File: src/rtl/pc_sequencer_pkg.sv
// Shared types and constants for the fetch-PC sequencer and its redirect buffer.
package PcSequencerPackage;

  typedef enum logic [1:0] {
    IDLE    = 2'd0,
    FETCH   = 2'd1,
    STALLED = 2'd2,
    HALTED  = 2'd3
  } PcStates;

  localparam logic [31:0] PC_STEP = 32'd4;

  function automatic logic [31:0] wordAlign(input logic [31:0] addr);
    return {addr[31:2], 2'b00};
  endfunction

endpackage

File: src/rtl/pc_sequencer_redirect_buffer.sv
// Single-entry redirect buffer: one target, a valid flag and a one-bit remaining-delay count.
// A held target becomes due once its delay count has run out; it is consumed on the next fetch acceptance.
module pc_redirect_buffer
  import PcSequencerPackage::*;
(
  input  logic        clk,
  input  logic        rst,
  input  logic        consume,
  input  logic        capture,
  input  logic [31:0] captureTarget,
  input  logic        captureDelay,
  output logic        due,
  output logic [31:0] target
);

  logic        valid;
  logic        delay;
  logic        keepValid;
  logic        keepDelay;

  // An acceptance either retires a due entry or burns one unit of delay off a waiting one.
  always_comb begin
    due       = valid && !delay;
    keepValid = valid && !(consume && !delay);
    keepDelay = delay && !consume;
  end

  // Capture over a surviving entry overwrites only the target, so the newer redirect inherits the remaining delay.
  always_ff @(posedge clk) begin
    if (rst) begin
      valid  <= 1'b0;
      delay  <= 1'b0;
      target <= 32'h0000_0000;
    end else if (capture) begin
      valid  <= 1'b1;
      target <= captureTarget;
      delay  <= keepValid ? keepDelay : captureDelay;
    end else begin
      valid  <= keepValid;
      delay  <= keepValid ? keepDelay : 1'b0;
    end
  end

endmodule

File: src/rtl/pc_sequencer.sv
// Fetch-PC sequencer: FSM, PC register and next-PC mux feeding the instruction-memory handshake.
// Optional feature: define PC_DELAY_SLOT_EN to give every redirect one sequential delay-slot fetch.
module pc_sequencer
  import PcSequencerPackage::*;
#(
  parameter logic [31:0] RESET_VECTOR = 32'h0000_0000
) (
  input  logic        clk,
  input  logic        rst,
  input  logic        shouldUseNewPC,
  input  logic [31:0] branchTo,
  input  logic        stall,
  input  logic        halt,
  input  logic        fetchReady,
  output logic        fetchValid,
  output logic [31:0] fetchAddress,
  output logic [31:0] pcAddress,
  output logic        halted,
  output logic        alignError
);

  PcStates     state;
  PcStates     nextState;
  logic        accept;
  logic        redirectLive;
  logic [31:0] redirectTarget;
  logic        useDirect;
  logic        capture;
  logic        captureDelay;
  logic        bufDue;
  logic [31:0] bufTarget;
  logic [31:0] nextPc;

  assign fetchValid     = (state == FETCH);
  assign halted         = (state == HALTED);
  assign accept         = fetchValid && fetchReady;
  assign redirectLive   = shouldUseNewPC && ((state == FETCH) || (state == STALLED));
  assign redirectTarget = wordAlign(branchTo);

`ifdef PC_DELAY_SLOT_EN
  // Every redirect goes through the buffer; one arriving off-acceptance owes an extra sequential fetch.
  assign useDirect    = 1'b0;
  assign captureDelay = !accept;
`else
  assign useDirect    = accept && !bufDue && redirectLive;
  assign captureDelay = 1'b0;
`endif

  assign capture = redirectLive && !useDirect;

  pc_redirect_buffer u_redirect_buffer (
    .clk           (clk),
    .rst           (rst),
    .consume       (accept),
    .capture       (capture),
    .captureTarget (redirectTarget),
    .captureDelay  (captureDelay),
    .due           (bufDue),
    .target        (bufTarget)
  );

  // A due pending target outranks a fresh redirect, which then waits in the buffer for the next acceptance.
  always_comb begin
    nextPc = fetchAddress + PC_STEP;
    if (bufDue) begin
      nextPc = bufTarget;
    end else if (useDirect) begin
      nextPc = redirectTarget;
    end
  end

  always_comb begin
    nextState = state;
    case (state)
      IDLE:    nextState = FETCH;
      FETCH: begin
        if (accept) begin
          if (halt) begin
            nextState = HALTED;
          end else if (stall) begin
            nextState = STALLED;
          end else begin
            nextState = FETCH;
          end
        end
      end
      STALLED: begin
        if (!stall) begin
          nextState = FETCH;
        end
      end
      HALTED:  nextState = HALTED;
      default: nextState = IDLE;
    endcase
  end

  // fetchAddress only moves on acceptance, so it stays stable while the memory holds off ready.
  always_ff @(posedge clk) begin
    if (rst) begin
      state        <= IDLE;
      fetchAddress <= wordAlign(RESET_VECTOR);
      pcAddress    <= wordAlign(RESET_VECTOR);
      alignError   <= 1'b0;
    end else begin
      state      <= nextState;
      alignError <= redirectLive && (branchTo[1:0] != 2'b00);
      if (accept) begin
        pcAddress    <= fetchAddress;
        fetchAddress <= nextPc;
      end
    end
  end

endmodule

File: config.mk
export PLATFORM = sky130hd
export DESIGN_NAME = pc_sequencer
export DESIGN_NICKNAME = d
export VERILOG_FILES = /design/src/rtl/pc_sequencer_pkg.sv /design/src/rtl/pc_sequencer_redirect_buffer.sv /design/src/rtl/pc_sequencer.sv
export SDC_FILE = /design/constraint.sdc
export NUM_CORES = 1
export LEC_CHECK = 0
export BUFFER_PORTS_ARGS = -buffer_cell sky130_fd_sc_hd__buf_2
export CAP_MARGIN = 20
export CORE_UTILIZATION = 51
export DETAILED_ROUTE_END_ITERATION = 8
export PLACE_DENSITY = 0.77
export SYNTH_ARGS = -nofsm -noshare
export SYNTH_HDL_FRONTEND = slang
export SYNTH_HIERARCHICAL = 1
export SYNTH_SLANG_ARGS = --single-unit
File: constraint.sdc
create_clock -name clk -period 4.5 [get_ports clk]
set_input_delay 0.9 -clock clk [delete_from_list [all_inputs] [get_ports clk]]
set_output_delay 0.9 -clock clk [all_outputs]
set_load 0.05 [all_outputs]
==> key figures, run 1 <==
Run status
  • Status: finished, final reports clean

Worst setup path
  • Worst Path Required: around 4.7 ns
  • Critical R2R Launch: state[0]
  • Worst setup EP type: register
  • CP Class: register to register
  • Crit path launch type: register
  • Crit path arrival time: between 3 and 4 ns
  • Max FO, Critical Path: 31
  • Critical path launch point: state[0]

Layout
  • Share of layout cells above drive strength 1: between 20% and 30%
  • # fillers: 830
  • Flip-flop and latch area: between 2000 and 2500 µm²
  • Area Overhead vs Synth: 13.36%
  • Multi-input logic area: about 2600 µm²
  • Ant. Diodes: 0
  • Layout Nets: ~730
  • Final Cell Area: between 5000 and 6000 µm²

Yosys
  • Cell count after synthesis: 609
  • #FFs+latches synth: about 100
  • Main synth FF type: dfxtp_1
  • Post-Syn Area: 4956 µm²
  • YS warnings: 6
  • Unique masters post-synth: a little over 60
  • Synth Area per Inst: 8.138 µm²
  • Seq/Total Area, Yosys: between 40% and 50%
  • Count of flip-flops with a built-in enable after synthesis: 0
  • Async SR Flop Fraction: 0%

Pwr
  • Internal Pwr Total: about 1.3 mW
  • Pwr dens: 371.8 nW/µm²
  • Flop pwr share: around half
  • Sw Ratio: about 36%
  • Sw Pwr: about 0.75 mW
  • Lkg Pwr: 2.238 nW
  • Combinational share of power: between 20 and 25%
  • Clk network pwr share: between 20% and 30%
  • Peak VDD IR: 245.4 µV

Drt
  • Post-DR wirelength/cell: about 16 µm
  • Vias/cell: between 5 and 6
  • DR vias: roughly 4900
  • Total Routed Length: around 13 mm
  • Residual DRC count: 0
  • 1st-iter DRT viols: about 270
  • Detail Route Antenna Nets: 0
  • TritonRoute pass-1 iters: 5

Global routing
  • Grt ovf: 0
  • Vias in the first global route: approximately 4500
  • Gr usage total: roughly 27%
  • Initial antenna violation count: 0
  • Largest net degree at the start of global routing: a little under 60
  • First-pass GRT wire length: 21.85 mm

Timing
  • Fin crit share: between 60% and 70%
  • Worst-margin pin slew: about 1.0 ns
  • TNS Setup: 0 ns
  • Maximum clock rate: 355.9 MHz
  • Relative slew margins: ~31%
  • Clk_skew: between 0.008 and 0.009 ns
  • RSZ-0062 raised after global routing: no
  • Endpoints failing hold: 0
  • Period minus WS final: 2.810 ns
  • Final Worst Setup Slack: around 1.7 ns
  • Max Slew Vio Count: 0
  • Final setup fails: 0

Hold path
  • Worst Hold Launch: pcAddress[15]
  • Worst Hold Class: register to register

Flow run
  • MaxCap Viol Count: 0

Placement
  • Pre-CTS setup slack: about 1.5 ns
  • IO buf count: roughly 100
  • Post-detail-place hpwl: between 9 and 10 mm
  • Routability cong.: between 0.8 and 0.9
  • Placed cell areas: 5434 µm²

Floorplanning
  • Die height: 100.6 µm
  • Row cnt: 35
  • IO Pins: 105
  • Starting density of the core: a little over half
  • Chip width: roughly 100 µm
  • DIE AREA: between 10000 and 15000 µm²
  • Core ar.: slightly above 9000 µm²

Clock network
  • Hold_buf cts: 0
  • Deepest clock path buffer count: 2
  • Reg clk slew, reported paths: roughly 0.1 ns
  • Root Driver: clkbuf_8
  • Clk sink count: about 100
  • Total CTS buffers: 9
  • CTS tree: done
  • Clock latency on the worst-skew pair: ~0.37 ns
  • H-tree levels: 3
  • Post_cts resized: 0
  • Post-CTS Setup Repair Bufs: 0
==> registers in the layout (all words and copies together) (netlist names) <==
name,cells
state,2
u_redirect_buffer/delay,1
u_redirect_buffer/target,32
fetchAddress,32
pcAddress,32
alignError,1
u_redirect_buffer/valid,1
==> cell families after synthesis <==
kind of cell,Yosys count,share of synthesized area (%)
DFF,101,40.80
xor gates and xnor gates,11,1.944
and+or+nand+nor,238,22.01
adders and majority gates,4,1.010
other,1,0.07567
buffers and inverters,57,6.513
muxes,32,6.463
AOI/OAI and AO/OA,165,21.18
==> layout by cell type, fill, tap and decap left out, types with 6 or more instances in the layout <==
master,count
nor2_1,64
clkbuf_8,10
mux2i_1,32
inv_1,7
o31ai_1,6
a21oi_1,63
nand2_1,97
and3_1,9
buf_2,104
nor3_1,15
dfxtp_1,101
or3_1,6
a31oi_1,8
o21ai_0,30
xnor2_1,9
a211oi_1,14
buf_4,6
nand4_1,8
nand3_1,11
==> metal layers <==
layer	GRT usage [%]	vias up	wire (µm)
met3	4.300	29	697
li1	-	2302	-
met2	47.52	172	6748
met4	12.37	0	400
met5	0	-	0
met1	33.43	2351	5578
==> power by group through the flow <==
stage / Sequential [mW] / Clock (mW) / Combinational (mW)
detailed placement: 1.04 / 0 / 0.514
CTS: 1.02 / 0.556 / 0.516
floorplan: 1.11 / 0 / 0.334
global route: 1.03 / 0.600 / 0.561
global placement: 1.03 / 0 / 0.503
finish: 1.02 / 0.549 / 0.520
==> cells in the mapped netlist, drive strengths merged, types with 2 or more instances <==
cell,instances,share of area (%)
nand3,11,1.1
a311oi,3,0.53
a31oi,8,1.0
nor2,65,4.9
and3,9,1.1
a2bb2oi,3,0.53
o211ai,5,0.76
a41o,2,0.40
inv,8,0.61
xnor2,9,1.6
buf,19,3.4
nand4,9,1.4
nor4,4,0.50
nor3,15,1.5
a21o,5,0.76
a221oi,6,1.3
dfxtp,101,41
a211oi,14,2.1
or3,10,1.4
o21ai,31,3.2
nand2b,3,0.38
ha,4,1.0
o21bai,4,0.61
o211a,2,0.40
o31ai,6,0.91
a311o,2,0.40
and4,3,0.53
nand2,98,7.4
xor2,2,0.35
mux2i,32,6.5
nor2b,2,0.25
a32oi,2,0.35
and2,2,0.25
a21oi,63,6.4
clkbuf,29,2.4
a22oi,3,0.45
or2,2,0.25
==> worst max-delay path: stages (launching register included) <==
cell and delay (ns):
dfxtp_1 0.41, inv_1 0.07, ha_1 0.31, nand2b_1 0.63, nor2_4 0.38, buf_4 0.51
mux2i_1 0.29, nor2_1 0.06
==> final cells by class <==
| class | count | area share (%) |
|---|---|---|
| multi-input cells | 453 | 46.84 |
| clock inverters | 6 | 0.8241 |
| inverters | 9 | 0.6013 |
| flip-flops and latches | 101 | 35.99 |
| clock buffers | 10 | 2.450 |
| well taps | 129 | 2.873 |
| repair buffers | 111 | 10.42 |
==> final timing paths <==
kind | endpoint | slack [ns] | depth (start not counted)
min reg2reg | pcAddress[15] | 0.46 | 2
min | pcAddress[15] | 0.46 | 2
max | u_redirect_buffer/target[25] | 1.69 | 7
max reg2reg | u_redirect_buffer/target[25] | 1.69 | 7
==> metrics by stage <==
step | utilization, % | power (mW) | instances | hold WS [ns]
floorplan | - | 1.442 | 611 | 0.4521
global placement | 58.26 | 1.536 | 803 | 0.4415
detailed placement | 58.26 | 1.552 | 803 | 0.4460
CTS | 60.23 | 2.089 | 819 | 0.4606
global route | 60.23 | 2.189 | 819 | 0.4799
finish | 60.23 | 2.089 | 819 | 0.4593
No activity file was read; power rests on OpenSTA's default activity.
==> run 2: changes to the inputs <==
--- a/config.mk
+++ b/config.mk
@@ -5,11 +5,12 @@
 export SDC_FILE = /design/constraint.sdc
 export NUM_CORES = 1
 export LEC_CHECK = 0
+export ABC_AREA = 1
 export BUFFER_PORTS_ARGS = -buffer_cell sky130_fd_sc_hd__buf_2
 export CAP_MARGIN = 20
-export CORE_UTILIZATION = 51
+export CORE_UTILIZATION = 50
 export DETAILED_ROUTE_END_ITERATION = 8
-export PLACE_DENSITY = 0.77
+export PLACE_DENSITY = 0.79
 export SYNTH_ARGS = -nofsm -noshare
 export SYNTH_HDL_FRONTEND = slang
 export SYNTH_HIERARCHICAL = 1
==> constraint.sdc (replaced) <==
create_clock -name clk -period 2.3 [get_ports clk]
set_input_delay 0.46 -clock clk [delete_from_list [all_inputs] [get_ports clk]]
set_output_delay 0.46 -clock clk [all_outputs]
set_load 0.05 [all_outputs]
==> run 2 against run 1 <==
Effect of this change: area after synthesis increased by 4.1%; sequential share of layout area decreased by 2.2 points; cell count increased by 17%; clock skew increased by 0.0030 ns; critical path type unchanged; largest cell class unchanged; largest power group unchanged.
==> key figures, run 2 <==
Yosys
  • Unique masters post-synth: 38 (-38%)
  • YS warnings: 6 (unchanged)
  • Seq/Total Area, Yosys: 39.20% (-1.6 points)
  • Count of flip-flops with a built-in enable after synthesis: 0 (unchanged)
  • Synth top cells by count: nand2_1, dfxtp_1, o21ai_0, a21oi_1, nor2_1
  • Main synth FF type: dfxtp_1
  • Post-Syn Area: 5157 µm² (+4.1%)
  • Yosys top cell by area: dfxtp_1
  • Top-count cell post-synth: nand2_1
  • Synth Area per Inst: 7.163 µm² (-12%)
  • Async SR Flop Fraction: 0% (unchanged)
  • #FFs+latches synth: 101 (unchanged)
  • Cell count after synthesis: 720 (+18%)
  • Synth top area cells: dfxtp_1, nand2_1, o21ai_0, a21oi_1, nor2_1
  • Post-synth top area share: 39.20% (-1.6 points)

Timing
  • Max Slew Vio Count: 0 (unchanged)
  • Relative slew margins: 50.06% (+19 points)
  • RSZ-0062 raised after global routing: no
  • Maximum clock rate: 502.1 MHz (+41%)
  • Clk_skew: 0.01108 ns (+0.003000 ns)
  • Worst-margin pin slew: 0.7446 ns (-0.2903 ns)
  • Endpoints failing hold: 0 (unchanged)
  • Fin crit share: 86.59% (+24 points)
  • TNS Setup: 0 ns (unchanged)
  • Period minus WS final: 1.992 ns (-0.8180 ns)
  • Final setup fails: 0 (unchanged)

Floorplanning
  • DIE AREA: 10720 µm² (+6.0%)
  • IO Pins: 105 (unchanged)
  • Chip width: 103.6 µm (+3.0%)
  • Die height: 103.6 µm (+3.0%)
  • Row cnt: 36 (+2.9%)
  • Starting density of the core: 52.28% (-0.85 points)
  • Core ar.: 9864 µm² (+5.8%)

Drt
  • Detail Route Antenna Nets: 0 (unchanged)
  • 1st-iter DRT viols: 532 (+98%)
  • TritonRoute pass-1 iters: 5 (unchanged)
  • Residual DRC count: 0 (unchanged)
  • Vias/cell: 5.450 (-8.0%)
  • Post-DR wirelength/cell: 15.70 µm (-4.2%)
  • Total Routed Length: 15.01 mm (+12%)
  • DR vias: 5210 (+7.3%)

Worst setup path
  • CP Class: register to register
  • Critical R2R Launch: state[1]
  • Crit path to: fetchAddress[22]
  • WP buf/inv: 4 (+2)
  • Worst path most repeated cell: inv_1
  • Crit path launch type: register
  • R2r endpoint: fetchAddress[22]
  • Crit path depth: 10 (+3)
  • CP peak stage delay: 0.34 ns (-0.29 ns)
  • Worst reg2reg path depth: 10 (+3)
  • Cell family with most CP delay: simple AND/OR/NAND/NOR gates
  • CP max stage cell: dfxtp_1
  • Max FO, Critical Path: 21 (-32%)
  • Crit path arrival time: 2.25 ns (-0.78 ns)
  • Worst Path Required: 2.56 ns (-2.16 ns)
  • Critical path launch point: state[1]
  • Cells along the critical path: inv_1, ha_1, nand2_2, nor2_8, inv_4, buf_4, o21ai_0, inv_1, nand2_1, a21oi_2
  • Worst setup EP type: register
  • Flop-to-flop setup slack: 0.31 ns (-1.38 ns)

Global routing
  • Largest net degree at the start of global routing: 70 (+19%)
  • Grt ovf: 0 (unchanged)
  • Gr usage total: 28.18% (+0.79 points)
  • Initial antenna violation count: 0 (unchanged)
  • First-pass GRT wire length: 24.24 mm (+11%)
  • Vias in the first global route: 4798 (+7.4%)

Run status
  • Status: finished, final reports clean

Clock network
  • Clk sink count: 101 (unchanged)
  • CTS tree: done
  • Hold_buf cts: 0 (unchanged)
  • H-tree levels: 3 (unchanged)
  • Total CTS buffers: 9 (unchanged)
  • Root Driver: clkbuf_8
  • Reg clk slew, reported paths: 0.10 ns (about the same)
  • Post-CTS Setup Repair Bufs: 0 (unchanged)
  • Clock latency on the worst-skew pair: 0.37 ns (about the same)
  • Deepest clock path buffer count: 2 (unchanged)
  • Post_cts resized: 0 (unchanged)

Placement
  • Routability cong.: 0.8704 (+1.5%)
  • IO buf count: 104 (unchanged)
  • Post-detail-place hpwl: 10.94 mm (+21%)

Layout
  • Most frequent cells in the layout: nand2_1, buf_2, dfxtp_1, o21ai_0, a21oi_1
  • Top flop regs: fetchAddress: 32 flops, pcAddress: 32 flops, u_redirect_buffer/target: 32 flops
  • Share of layout cells above drive strength 1: 24.06% (+3.6 points)
  • Area Overhead vs Synth: 16.13%
  • Ant. Diodes: 0 (unchanged)
  • Layout Nets: 860 (+18%)
  • Commonest non-fill, non-tap cell in the layout: nand2_1
  • # fillers: 929 (+12%)

Pwr
  • Lkg Pwr: 2.512 nW (+12%)
  • Tot Pwr: 4.541 mW (+120%)
  • Peak VDD IR: 371.4 µV (+51%)
  • Pwr dens: 758.1 nW/µm² (+100%)

Flow run
  • MaxCap Viol Count: 0 (unchanged)

Hold path
  • Worst Hold Class: input port to register
## run 2: changes by cell type in the layout (fill, tap and decap cells not counted), sizes merged, moves of 16 or more
cell	delta
nor2	+16
mux2i	-32
nand3	+25
nand2	+81
o21ai	+49
a21oi	+36
inv	+51
## run 2: worst min-delay path by stage
stage,from,end,cells past startpoint
3_5_place_dp,u_redirect_buffer/target[25],u_redirect_buffer/target[25],2
4_1_cts,branchTo[24],u_redirect_buffer/target[24],3
5_1_grt,branchTo[27],u_redirect_buffer/target[27],3
6_report,branchTo[25],u_redirect_buffer/target[25],3
3_3_place_gp,u_redirect_buffer/target[21],u_redirect_buffer/target[21],2
2_1_floorplan,u_redirect_buffer/target[27],u_redirect_buffer/target[27],2
## run 2: report_power, final
| part | total, mW | leakage (nW) | switching [mW] | internal [mW] |
|---|---|---|---|---|
| Clock | 1.23 | 0.107 | 0.672 | 0.555 |
| Combinational | 1.26 | 1.58 | 0.915 | 0.343 |
| Sequential | 2.06 | 0.826 | 0.146 | 1.91 |
## run 2: layout make-up
cell class                 count  area [µm²]  area share (%)
tap                          133       166.4           2.778
inverter                      59       234.0           3.906
timing repair buffer         124       695.7           11.61
clock buffer                  10       137.6           2.298
clock inverter                 6       77.57           1.295
multi-input combinational    523        2656           44.35
sequential                   101        2022           33.76
## run 2: kinds of logic after synthesis
group | count (synthesis) | synth area share (%)
simple gates | 304 | 26.18
compound gates | 204 | 22.73
flops | 101 | 39.20
buf+inv | 98 | 9.486
xor+xnor | 8 | 1.359
fa+ha+maj | 4 | 0.9704
other cells | 1 | 0.07271
## run 2: metrics by stage
step	worst slack (ns)	std cells	utilization (%)	hold WS, ns	instance area (µm²)
after detailed placement	0.3409	940	58.54	0.4518	5774
after CTS	0.3294	956	60.72	0.3367	5989
after global routing	0.1582	956	60.72	0.3442	5989
after floorplan	0.1730	722	-	0.4386	5165
after global placement	0.3644	940	58.54	0.4482	5774
final	0.3084	956	60.72	0.3510	5989
## run 2: worst min-delay path, cell delays in order
cell and delay (ns):
buf_2 0.11, nand2_1 0.06, a21oi_1 0.05
## run 2: metal layers
metal | track usage, % | vias to the layer above | wire length [µm]
li1 | - | 2563 | -
met1 | 39.31 | 2362 | 6692
met2 | 44.06 | 256 | 6747
met3 | 3.902 | 29 | 1213
met4 | 10.87 | 0 | 357
met5 | 0 | - | 0
